$ cat src/rtl/deserializer_n.sv
// deserializer_n: serial-to-parallel converter feeding a first-word-fall-through
// word FIFO. Bits are gathered MSB-first or LSB-first into a WIDTH-bit word,
// every completed word is queued, and a consumer drains the queue with ack_in.
module deserializer_n #(
   parameter int WIDTH     = 8,
   parameter int DEPTH     = 4,
   parameter bit LSB_FIRST = 1'b0
) (
   input  logic                       clk_100mhz,
   input  logic                       reset,
   input  logic                       data_in,
   input  logic                       write_in,
   input  logic                       flush_in,
   input  logic                       ack_in,
   output logic [WIDTH-1:0]           data_out,
   output logic                       data_ready,
   output logic                       status_out,
   output logic [$clog2(DEPTH):0]     count_out,
   output logic                       overrun_out
);

   localparam int AW = $clog2(DEPTH);
   localparam int CW = AW + 1;
   localparam int BW = $clog2(WIDTH);

   logic [WIDTH-1:0] shift_q, shift_d;
   logic [BW-1:0]    bitCnt_q, bitCnt_d;
   logic [AW-1:0]    wrPtr_q, wrPtr_d;
   logic [AW-1:0]    rdPtr_q, rdPtr_d;
   logic [CW-1:0]    count_q, count_d;
   logic             overrun_q, overrun_d;
   logic [WIDTH-1:0] mem_q [DEPTH];

   logic             fifoFull;
   logic             fifoEmpty;
   logic             bitAccept;
   logic             bitDropped;
   logic             lastBit;
   logic             push;
   logic             pop;
   logic [WIDTH-1:0] nextShift;

   // Decode FIFO state and the per-cycle events from registered state only;
   // the shifted word already includes the bit being sampled this cycle.
   always_comb begin
      fifoFull   = (count_q == CW'(DEPTH));
      fifoEmpty  = (count_q == '0);
      bitAccept  = write_in && !fifoFull && !flush_in;
      bitDropped = write_in && fifoFull && !flush_in;
      lastBit    = (bitCnt_q == BW'(WIDTH - 1));
      push       = bitAccept && lastBit;
      pop        = ack_in && !fifoEmpty;
      if (LSB_FIRST) begin
         nextShift = {data_in, shift_q[WIDTH-1:1]};
      end else begin
         nextShift = {shift_q[WIDTH-2:0], data_in};
      end
   end

   // Next-state logic for the assembler, the pointers, the occupancy count
   // and the sticky overrun flag. Flush only touches the partial word.
   always_comb begin
      shift_d   = shift_q;
      bitCnt_d  = bitCnt_q;
      wrPtr_d   = wrPtr_q;
      rdPtr_d   = rdPtr_q;
      count_d   = count_q;
      overrun_d = overrun_q;
      if (flush_in) begin
         shift_d  = '0;
         bitCnt_d = '0;
      end else if (bitAccept) begin
         if (lastBit) begin
            shift_d  = '0;
            bitCnt_d = '0;
            wrPtr_d  = wrPtr_q + AW'(1);
         end else begin
            shift_d  = nextShift;
            bitCnt_d = bitCnt_q + BW'(1);
         end
      end
      if (bitDropped) begin
         overrun_d = 1'b1;
      end
      if (pop) begin
         rdPtr_d = rdPtr_q + AW'(1);
      end
      case ({push, pop})
         2'b10:   count_d = count_q + CW'(1);
         2'b01:   count_d = count_q - CW'(1);
         default: count_d = count_q;
      endcase
   end

   // Control registers with synchronous reset taking priority over everything.
   always_ff @(posedge clk_100mhz) begin
      if (reset) begin
         shift_q   <= '0;
         bitCnt_q  <= '0;
         wrPtr_q   <= '0;
         rdPtr_q   <= '0;
         count_q   <= '0;
         overrun_q <= 1'b0;
      end else begin
         shift_q   <= shift_d;
         bitCnt_q  <= bitCnt_d;
         wrPtr_q   <= wrPtr_d;
         rdPtr_q   <= rdPtr_d;
         count_q   <= count_d;
         overrun_q <= overrun_d;
      end
   end

   // Word storage needs no reset: entries are only visible once counted.
   always_ff @(posedge clk_100mhz) begin
      if (!reset && push) begin
         mem_q[wrPtr_q] <= nextShift;
      end
   end

   assign data_ready  = !fifoEmpty;
   assign status_out  = !fifoFull;
   assign count_out   = count_q;
   assign overrun_out = overrun_q;
   assign data_out    = fifoEmpty ? '0 : mem_q[rdPtr_q];

endmodule

$ cat config.mk
export PLATFORM = sky130hd
export DESIGN_NAME = deserializer_n
export DESIGN_NICKNAME = d
export VERILOG_FILES = /design/src/rtl/deserializer_n.sv
export SDC_FILE = /design/constraint.sdc
export NUM_CORES = 1
export LEC_CHECK = 0
export CAP_MARGIN = 10
export CORE_ASPECT_RATIO = 0.5
export CORE_MARGIN = 2
export CORE_UTILIZATION = 51
export DETAILED_ROUTE_END_ITERATION = 8
export PLACE_DENSITY = 0.75
export RECOVER_POWER = 25
export SETUP_SLACK_MARGIN = 0.05
export SLEW_MARGIN = 10
export SYNTH_ARGS = -nofsm -noshare
export SYNTH_HDL_FRONTEND = slang
export SYNTH_SLANG_ARGS = --single-unit
$ cat constraint.sdc
create_clock -name clk_100mhz -period 2.2 [get_ports clk_100mhz]
set_input_delay 0.44 -clock clk_100mhz [delete_from_list [all_inputs] [get_ports clk_100mhz]]
set_output_delay 0.44 -clock clk_100mhz [all_outputs]
set_load 0.03 [all_outputs]
=== After elaboration in Yosys (flattened, before gate mapping) ===
Memories as Yosys holds them, arrays and structs flattened. A register that Yosys moved wholly into a read port is not among the register bits.
Index checks and enable logic that the tools add are counted.

* Flip-flop bits (word level): 18
* Latch bits: 0
* RAM bits: 32
* ROM bits: 0
* Memories: 1

{| class="wikitable"
|+ Memories
! name !! words !! width !! read ports !! clocked after memory_dff !! write ports !! line !! RTL
|-
| mem_q || 4 || 8 || 1 || 1 || 1 || 32 || <nowiki>logic [WIDTH-1:0] mem_q [DEPTH];</nowiki>
|}

* Add/sub/neg operators: 5
* Multipliers: 0
* Divide/modulo/power cells: 0
* Order comparisons: 0
* Equality and inequality tests: 4
* Shift operators: 0
* Muxes and demuxes: 8
* Bitwise operators: 1
* Reduce and logical (&&, ||, !) cells: 15

{| class="wikitable"
|+ Operators by type and width
! operator !! number
|-
| 8-bit 2-to-1 mux || 1
|-
| 1-bit logical AND || 7
|-
| 7-bit 2-to-1 mux || 1
|-
| 3-bit by 1-bit adder with 3-bit output (second input constant) || 2
|-
| 3-bit == test (second input constant) || 2
|-
| 3-bit case mux with 2 select lines || 1
|-
| 2-bit by 1-bit adder with 2-bit output (second input constant) || 2
|-
| 1-bit logical NOT || 4
|-
| 2-bit 2-to-1 mux || 2
|-
| 3-bit logical NOT || 1
|-
| 3-bit 2-to-1 mux || 1
|-
| 3-bit AND reduction || 1
|-
| 3-bit by 1-bit subtractor with 3-bit output (second input constant) || 1
|-
| 2-bit by 1-bit == test with 1-bit output (second input constant) || 1
|-
| 2-bit == test (second input constant) || 1
|-
| 1-bit 2-to-1 mux || 2
|-
| 2-bit nonzero test || 1
|-
| 2-bit OR reduction || 1
|-
| 1-bit NOT || 1
|}

=== Logic depth before layout (Yosys ltp) ===
Gate-level depths: netlist of the first run.

* Depth after elaboration: 8
* Gate-level depth with buffers: 10

=== Worst setup path before layout of the first run ===
No wires, ideal clock.

* Kind: reg-to-reg
* From: register count_q[2] (netlist: count_out[2])
* To: register count_q[2] (netlist: count_out[2])
* Data arrival time: 2,226 ps
* Data required time: 2,129 ps
* Slack: -97 ps
* Cell stages (with the launch flop): 10
* Buffers on the path: 0
* Clock period less this slack: 2,297 ps
* Cells stage by stage: dfxtp_1 > nor3b_2 > inv_1 > nand3_1 > ha_1 > inv_1 > fa_1 > xor2_1 > or3_1 > a21oi_1

* Cells in the longest elaborated chain, start to end: 7
* Elaborated cells between the ends (all ways): 14

{| class="wikitable"
|+ Ends and longest elaborated chain
! item !! line !! RTL
|-
| from (decl) || 30 || <nowiki>logic [CW-1:0] count_q, count_d;</nowiki>
|-
| from (signal assigned) || 109 || <nowiki>count_q <= count_d;</nowiki>
|-
| 3-bit == test || 46 || <nowiki>fifoFull = (count_q == CW'(DEPTH));</nowiki>
|-
| 1-bit logical NOT || 48 || <nowiki>bitAccept = write_in && !fifoFull && !flush_in;</nowiki>
|-
| 1-bit logical AND (2 in a row) || 48 ||
|-
| 1-bit logical AND || 51 || <nowiki>push = bitAccept && lastBit;</nowiki>
|-
| 2-bit by 1-bit == test with 1-bit output or 2-bit == test (tied branches) || 88 || <nowiki>case ({push, pop})</nowiki>
|-
| 3-bit case mux with 2 select lines or 2-bit nonzero test (tied branches) || -- ||
|}

Several ways; a longest one is shown, not always the timed one.
A chain may end at the register's enable or synchronous reset.

==> results of run 1 <==
## cells by family after synthesis
logic type | share of synthesized area [%]
AND/OR/NAND/NOR | 11.4
multiplexers | 8.70
buffers and inverters | 3.70
AO/OA/AOI/OAI | 8.25
flip-flops | 61.9
adder cells (fa/ha/maj) | 4.89
XOR/XNOR | 1.19
## state kept, by name, indices dropped and copies added (netlist names), named ones only
register / count
rdPtr_q: 2
count_out: 3
overrun_out: 1
bitCnt_q: 3
wrPtr_q: 2
shift_q: 7
mem_q: 32
## metrics by stage
step                cells  utilization [%]  setup slack, ps
floorplan             160                -             62.4
global placement      241             65.5             -120
detailed placement    241             65.5             -203
CTS                   249             66.6             80.7
global route          249             66.9             64.8
finish                249             66.9              136
## cell type report
class                           count  share of cell area [%]
Tap cell                           54                    2.51
Clock inverter                      2                   0.604
Clock buffer                        6                    2.69
Inverter                            8                    1.11
Multi-Input combinational cell     89                    28.8
Timing Repair Buffer               38                    13.6
Sequential cell                    52                    50.7
## power groups by stage
stage	Clock (mW)	Sequential (mW)	Combinational (mW)
global placement	0	1.05	0.0350
CTS	0.537	1.02	0.0362
finish	0.525	1.03	0.0367
detailed placement	0	1.05	0.0362
global route	0.568	1.03	0.0402
floorplan	0	1.05	0.0172
## layout by cell type, fill, tap and decap left out, drive strengths merged, types with 3 or more instances in the layout
| master | synthesis | layout |
|---|---|---|
| dfxtp | 20 | 20 |
| nand4b | 7 | 7 |
| nor2b | 9 | 9 |
| edfxtp | 32 | 32 |
| a211oi | 10 | 10 |
| clkdlybuf4s50 | 0 | 9 |
| mux4 | 8 | 8 |
| o21ai | 12 | 12 |
| ha | 7 | 7 |
| buf | 4 | 27 |
| nor2 | 8 | 8 |
| inv | 8 | 8 |
| xor2 | 3 | 3 |
| nand3 | 3 | 3 |
| and2 | 4 | 4 |
| clkbuf | 7 | 6 |
| a21oi | 5 | 5 |
## critical path, delay by kind of cell, from the launching register on
family                 cells  cell delay [ps]
muxes                      1              490
DFF                        1              370
buffers and inverters      2              320
and+or+nand+nor            1              150
## how the worst max path moves through the flow
stage / from / end
2_1_floorplan: bitCnt_q[0]$_SDFFE_PP0N_ / count_out[2]$_SDFFE_PP0P_
3_3_place_gp: write_in / count_out[2]$_SDFFE_PP0P_
3_5_place_dp: write_in / count_out[2]$_SDFFE_PP0P_
4_1_cts: bitCnt_q[0]$_SDFFE_PP0N_ / count_out[2]$_SDFFE_PP0P_
5_1_grt: register / data_out[2]
6_report: register / data_out[2]
## synthesized netlist by cell type, types with 4 or more instances
cell type / instances
nand4b_1: 7
a21oi_1: 5
edfxtp_1: 32
clkbuf_1: 7
mux4_2: 8
a211oi_1: 9
dfxtp_1: 20
ha_1: 7
nor2b_1: 9
nor2_1: 8
and2_1: 4
o21ai_0: 9
inv_1: 8
## repair_timing
item	in CTS	in global routing
hold endpoints to repair	0	0
hold buffers	0	0
endpoints found under the setup margin	10	1
pin swaps	0	1
resized for setup	42	5
## per-layer routing
metal  routed length, µm  GRT usage, %  vias to the layer above
met5                   0             0                        -
met2                1790          28.6                       35
met3                 183          3.90                        5
li1                    -             -                      667
met4                  36          5.63                        0
met1                1740          21.3                      641
==> impl_metrics.tcl, run 1 <==
set metrics [dict create \
    outcome "completed" \
    slowest_delay_ps 490 \
    postCtsSetupBuffers 0 \
    ff_latch_area_um2 1370 \
    crit_path_max_fanout 8 \
    fin_tns_setup_ps 0 \
    min_to "rdPtr_q[1]$_SDFFE_PP0P_" \
    ys_top_cells_by_area "edfxtp_1 44%, dfxtp_1 18%, mux4_2 8.2%" \
    hold_viol_final 0 \
    antenna_found_initial 0 \
    whs_path_depth 2 \
    cts_max_path_buffers 2 \
    wl_per_cell_um 15.1 \
    via_count 1348 \
    final_net_count 208 \
    fin_area_um2 2690 \
    grt_pass1_wl_mm 6.20 \
    route.detailed.drc 0 \
    vdd_ir_drop_max_uv 321 \
    p_comb_share_pct 2.3 \
    dpl.hpwl_mm 2.55 \
    async_flop_share_pct 0 \
    clock-sinks 52 \
    powerDensity_nw_per_um2 589 \
    p_sw_share_pct 20.2 \
    cp-end-kind "primary output" \
    synth_top_area_share_pct 43.7 \
    slowest_stage "mux4_2" \
    fill_cells 288 \
    path_cells "buf_12 -> mux4_2 -> nor2b_1 -> buf_2" \
    drt_first_iter_violations 50 \
    finalCriticalPeriod_ps 2060 \
    rrSetupSlack_ps 190 \
    cts_made_buffers 5 \
    cts_root_buf "clkbuf_8" \
    leakagePower_nw 0.892 \
    gp_congestion 0.730 \
    fin_skew_ps 6.10 \
    grt_max_degree 21 \
    whs_ps 497 \
    hold_start "rdPtr_q[1]$_SDFFE_PP0P_" \
    rsz0062_at_grt "no" \
    die_area_um2 4890 \
    drv_cap 0 \
    num_io_pins 20 \
    intPower_mw 1.27 \
    cts_tree "done" \
    cp.required_ps 1760 \
    clkTransAtPathRegs_ps 90 \
    drtPass1Iterations 5 \
    gr-usage-all-layers_pct 16.7 \
    switchingPower_uw 320 \
    synthCells 160 \
    rr_worst_depth 9 \
    rr_endpoint "count_out[2]$_SDFFE_PP0P_" \
    max_freq_mhz 484 \
    yosys_warnings 0 \
    crit_path_start_kind "register" \
    ys_ff_latch 52 \
    ys_types 31 \
    reg2reg_from "bitCnt_q[0]$_SDFFE_PP0N_" \
    power.total_mw 1.59 \
    path_class "reg2out" \
    arrival_ps 1620 \
    drt_wl_total_mm 3.75 \
    worst_pin_slew_ps 318 \
    drtAntennaViolNets 0 \
    start_util_pct 54.7 \
    rows 16 \
    yosysTopAreaCell "edfxtp_1" \
    hold_class "reg2reg" \
    synth-edff-count 32 \
    die_x_um 96.9 \
    pwr-share-clk_pct 33.1 \
    multi_input_area_um2 776 \
    syn_area_um2 2200 \
    syn_area_per_cell_um2 13.7 \
    io_buffers 19 \
    grt-ovfl-total 0 \
    synth_fp_nets 174 \
    synth_flop_cell "edfxtp_1" \
    htreeDepth 2 \
    n_antenna_cell 0 \
    syn_to_final_growth_pct 22.5 \
    drv_slew 0 \
    coreArea_um2 4020 \
    chipHeight_um 50.4 \
    via_per_inst 5.41 \
    clock_latency_ps 300 \
    layout_worst_path_cycle_share_pct 93.8 \
    grt_pass1_vias 1306 \
    slew_headroom_pct 78.5 \
    place_area_um2 2630 \
    seqPwrFrac_pct 64.6 \
    drive_gt1_share_pct 27.7 \
    synth-seq-area-share_pct 61.9 \
    finalSetupViolCount 0 \
]
Power figures use the tool's default switching activity.
==> run 2: changes to the inputs <==
CORE_MARGIN = 3   (was 2)
CORE_UTILIZATION = 53   (was 51)
CTS_BUF_LIST = sky130_fd_sc_hd__clkbuf_4   (was default)
PLACE_DENSITY = 0.77   (was 0.75)
SLEW_MARGIN = 20   (was 10)
==> run 2 against run 1 <==
Against the previous run:
- critical path depth unchanged
- worst hold slack better by 1.1 ps
- largest cell class unchanged
- fmax fell by 2.5%
- final cell count decreased by 0.80%
- utilization up 6.4 points
- sequential power about the same
- register-to-register slack got worse by 70 ps
- global-route usage up 2.2 points
- critical path type unchanged
- combinational power is 6.3% higher
- clock power down 18%
- sequential share of layout area fell by 0.19 points
==> impl_metrics.tcl, run 2 (synthesis results as in run 1) <==
set metrics [dict create \
    slew_headroom_pct 80.2 \
    coreArea_um2 3700 \
    antenna_found_initial 0 \
    drtAntennaViolNets 0 \
    syn_to_final_growth_pct 23.3 \
    grt-ovfl-total 0 \
    final_net_count 209 \
    dpl.hpwl_mm 2.94 \
    chipHeight_um 51.6 \
    cts_tree "done" \
    n_antenna_cell 0 \
    place_area_um2 2640 \
    pre_cts_ws_ps -205 \
    layout_commonest_cell "edfxtp_1" \
    hold_class "reg2reg" \
    final_util_pct 73.3 \
    worst_slack_ps 82.5 \
    rsz0062_at_grt "yes" \
    clock_latency_ps 370 \
    layout_common_cells "32 x edfxtp_1, 20 x buf_4, 15 x dfxtp_1" \
    crit_path_start_kind "register" \
    intPower_mw 1.17 \
    top_regs "mem_q: 32 flops, shift_q: 7 flops" \
    crit_path_max_fanout 8 \
    largest_reg_flops 32 \
    gr-usage-all-layers_pct 18.9 \
    leakagePower_nw 0.895 \
    finalSetupViolCount 0 \
    regMostFlops "mem_q" \
    vdd_ir_drop_max_uv 217 \
    drtPass1Iterations 4 \
    layout_worst_path_cycle_share_pct 96.3 \
    clock-sinks 52 \
    p_sw_share_pct 21.8 \
    route.detailed.drc 0 \
    drive_gt1_share_pct 29.6 \
    htreeDepth 2 \
    cts-hold-fix-buffers 0 \
    fin_skew_ps 10.2 \
    fill_cells 246 \
    seqPwrFrac_pct 68.6 \
    drt_first_iter_violations 37 \
    finalCriticalPeriod_ps 2120 \
    wl_per_cell_um 17.1 \
    drt_wl_total_mm 4.21 \
    cp-end-kind "primary output" \
    cts_max_path_buffers 2 \
    start_util_pct 59.5 \
    ff_latch_area_um2 1370 \
    cp.required_ps 1760 \
    drv_slew 0 \
    cts_root_buf "clkbuf_4" \
    fin_area_um2 2710 \
    via_count 1407 \
    num_io_pins 20 \
    arrival_ps 1680 \
    rows 15 \
    powerDensity_nw_per_um2 551 \
    grt_max_degree 21 \
    multi_input_area_um2 788 \
    gp_congestion 0.798 \
    worst_pin_slew_ps 294 \
    grt_pass1_vias 1368 \
    clkTransAtPathRegs_ps 150 \
    outcome "completed" \
    p_comb_share_pct 2.6 \
    switchingPower_uw 325 \
    grt_pass1_wl_mm 7.09 \
    hold_start "overrun_out$_SDFFE_PP0P_" \
    path_class "reg2out" \
    max_freq_mhz 472 \
    via_per_inst 5.70 \
    die_area_um2 5010 \
    cts_made_buffers 5 \
    die_x_um 97.1 \
    pwr-share-clk_pct 28.8 \
    reg2reg_from "bitCnt_q[0]$_SDFFE_PP0N_" \
    drv_cap 0 \
    hold_viol_final 0 \
    io_buffers 19 \
]
-- run 2: cell count changes in the layout (fill, tap and decap cells not counted), moves of 2 or more --
| cell | previous run | this run |
|---|---|---|
| buf_2 | 8 | 0 |
| buf_4 | 13 | 20 |
| buf_6 | 0 | 2 |
| clkbuf_4 | 0 | 5 |
| clkbuf_8 | 5 | 0 |
| nor2b_1 | 9 | 7 |
| nor2b_4 | 0 | 2 |
-- run 2: path summary, 6_finish.rpt --
check | to | slack (ps) | depth (start not counted)
max | data_out[6] | 80 | 4
min reg2reg | overrun_out$_SDFFE_PP0P_ | 500 | 2
min | overrun_out$_SDFFE_PP0P_ | 500 | 2
max reg2reg | count_out[2]$_SDFFE_PP0P_ | 120 | 9
-- run 2: power groups by stage --
stage	Clock, mW	Combinational, mW	Sequential (mW)
floorplan	0	0.0172	1.05
global placement	0	0.0366	1.05
detailed placement	0	0.0382	1.05
CTS	0.443	0.0381	1.03
global route	0.488	0.0421	1.03
finish	0.429	0.0390	1.02
-- run 2: per-layer routing --
layer,wire [µm],track usage [%],vias up
met5,0,0,-
met4,38,5.13,0
met3,225,4.02,5
met2,2100,33.8,40
met1,1850,23.9,693
li1,-,-,669
-- run 2: per-stage QoR --
stage	total power [mW]	cells	hold slack (ps)	setup TNS, ps
floorplan	1.06	160	454	0
global placement	1.08	239	458	-3420
detailed placement	1.09	239	467	-2810
CTS	1.51	247	505	0
global route	1.56	247	522	0
finish	1.49	247	498	0
-- run 2: what timing repair did --
action                     CTS  global route
resized for setup           44            25
setup buffers                0             0
pin swaps                    0             0
setup endpoints to repair   10             9
-- run 2: area by class of cell --
cell class | instances | area share, %
clock inverters | 3 | 0.784
multi-input cells | 89 | 29.1
well taps | 51 | 2.35
inverters | 8 | 1.11
flip-flops and latches | 52 | 50.5
repair buffers | 39 | 14.8
clock buffers | 5 | 1.38
-- run 2: worst max-delay path, cell delays in order, from the launching register on --
cell and delay [ps]:
dfxtp_2 370, buf_12 130, mux4_2 500, nor2b_1 140
buf_4 160
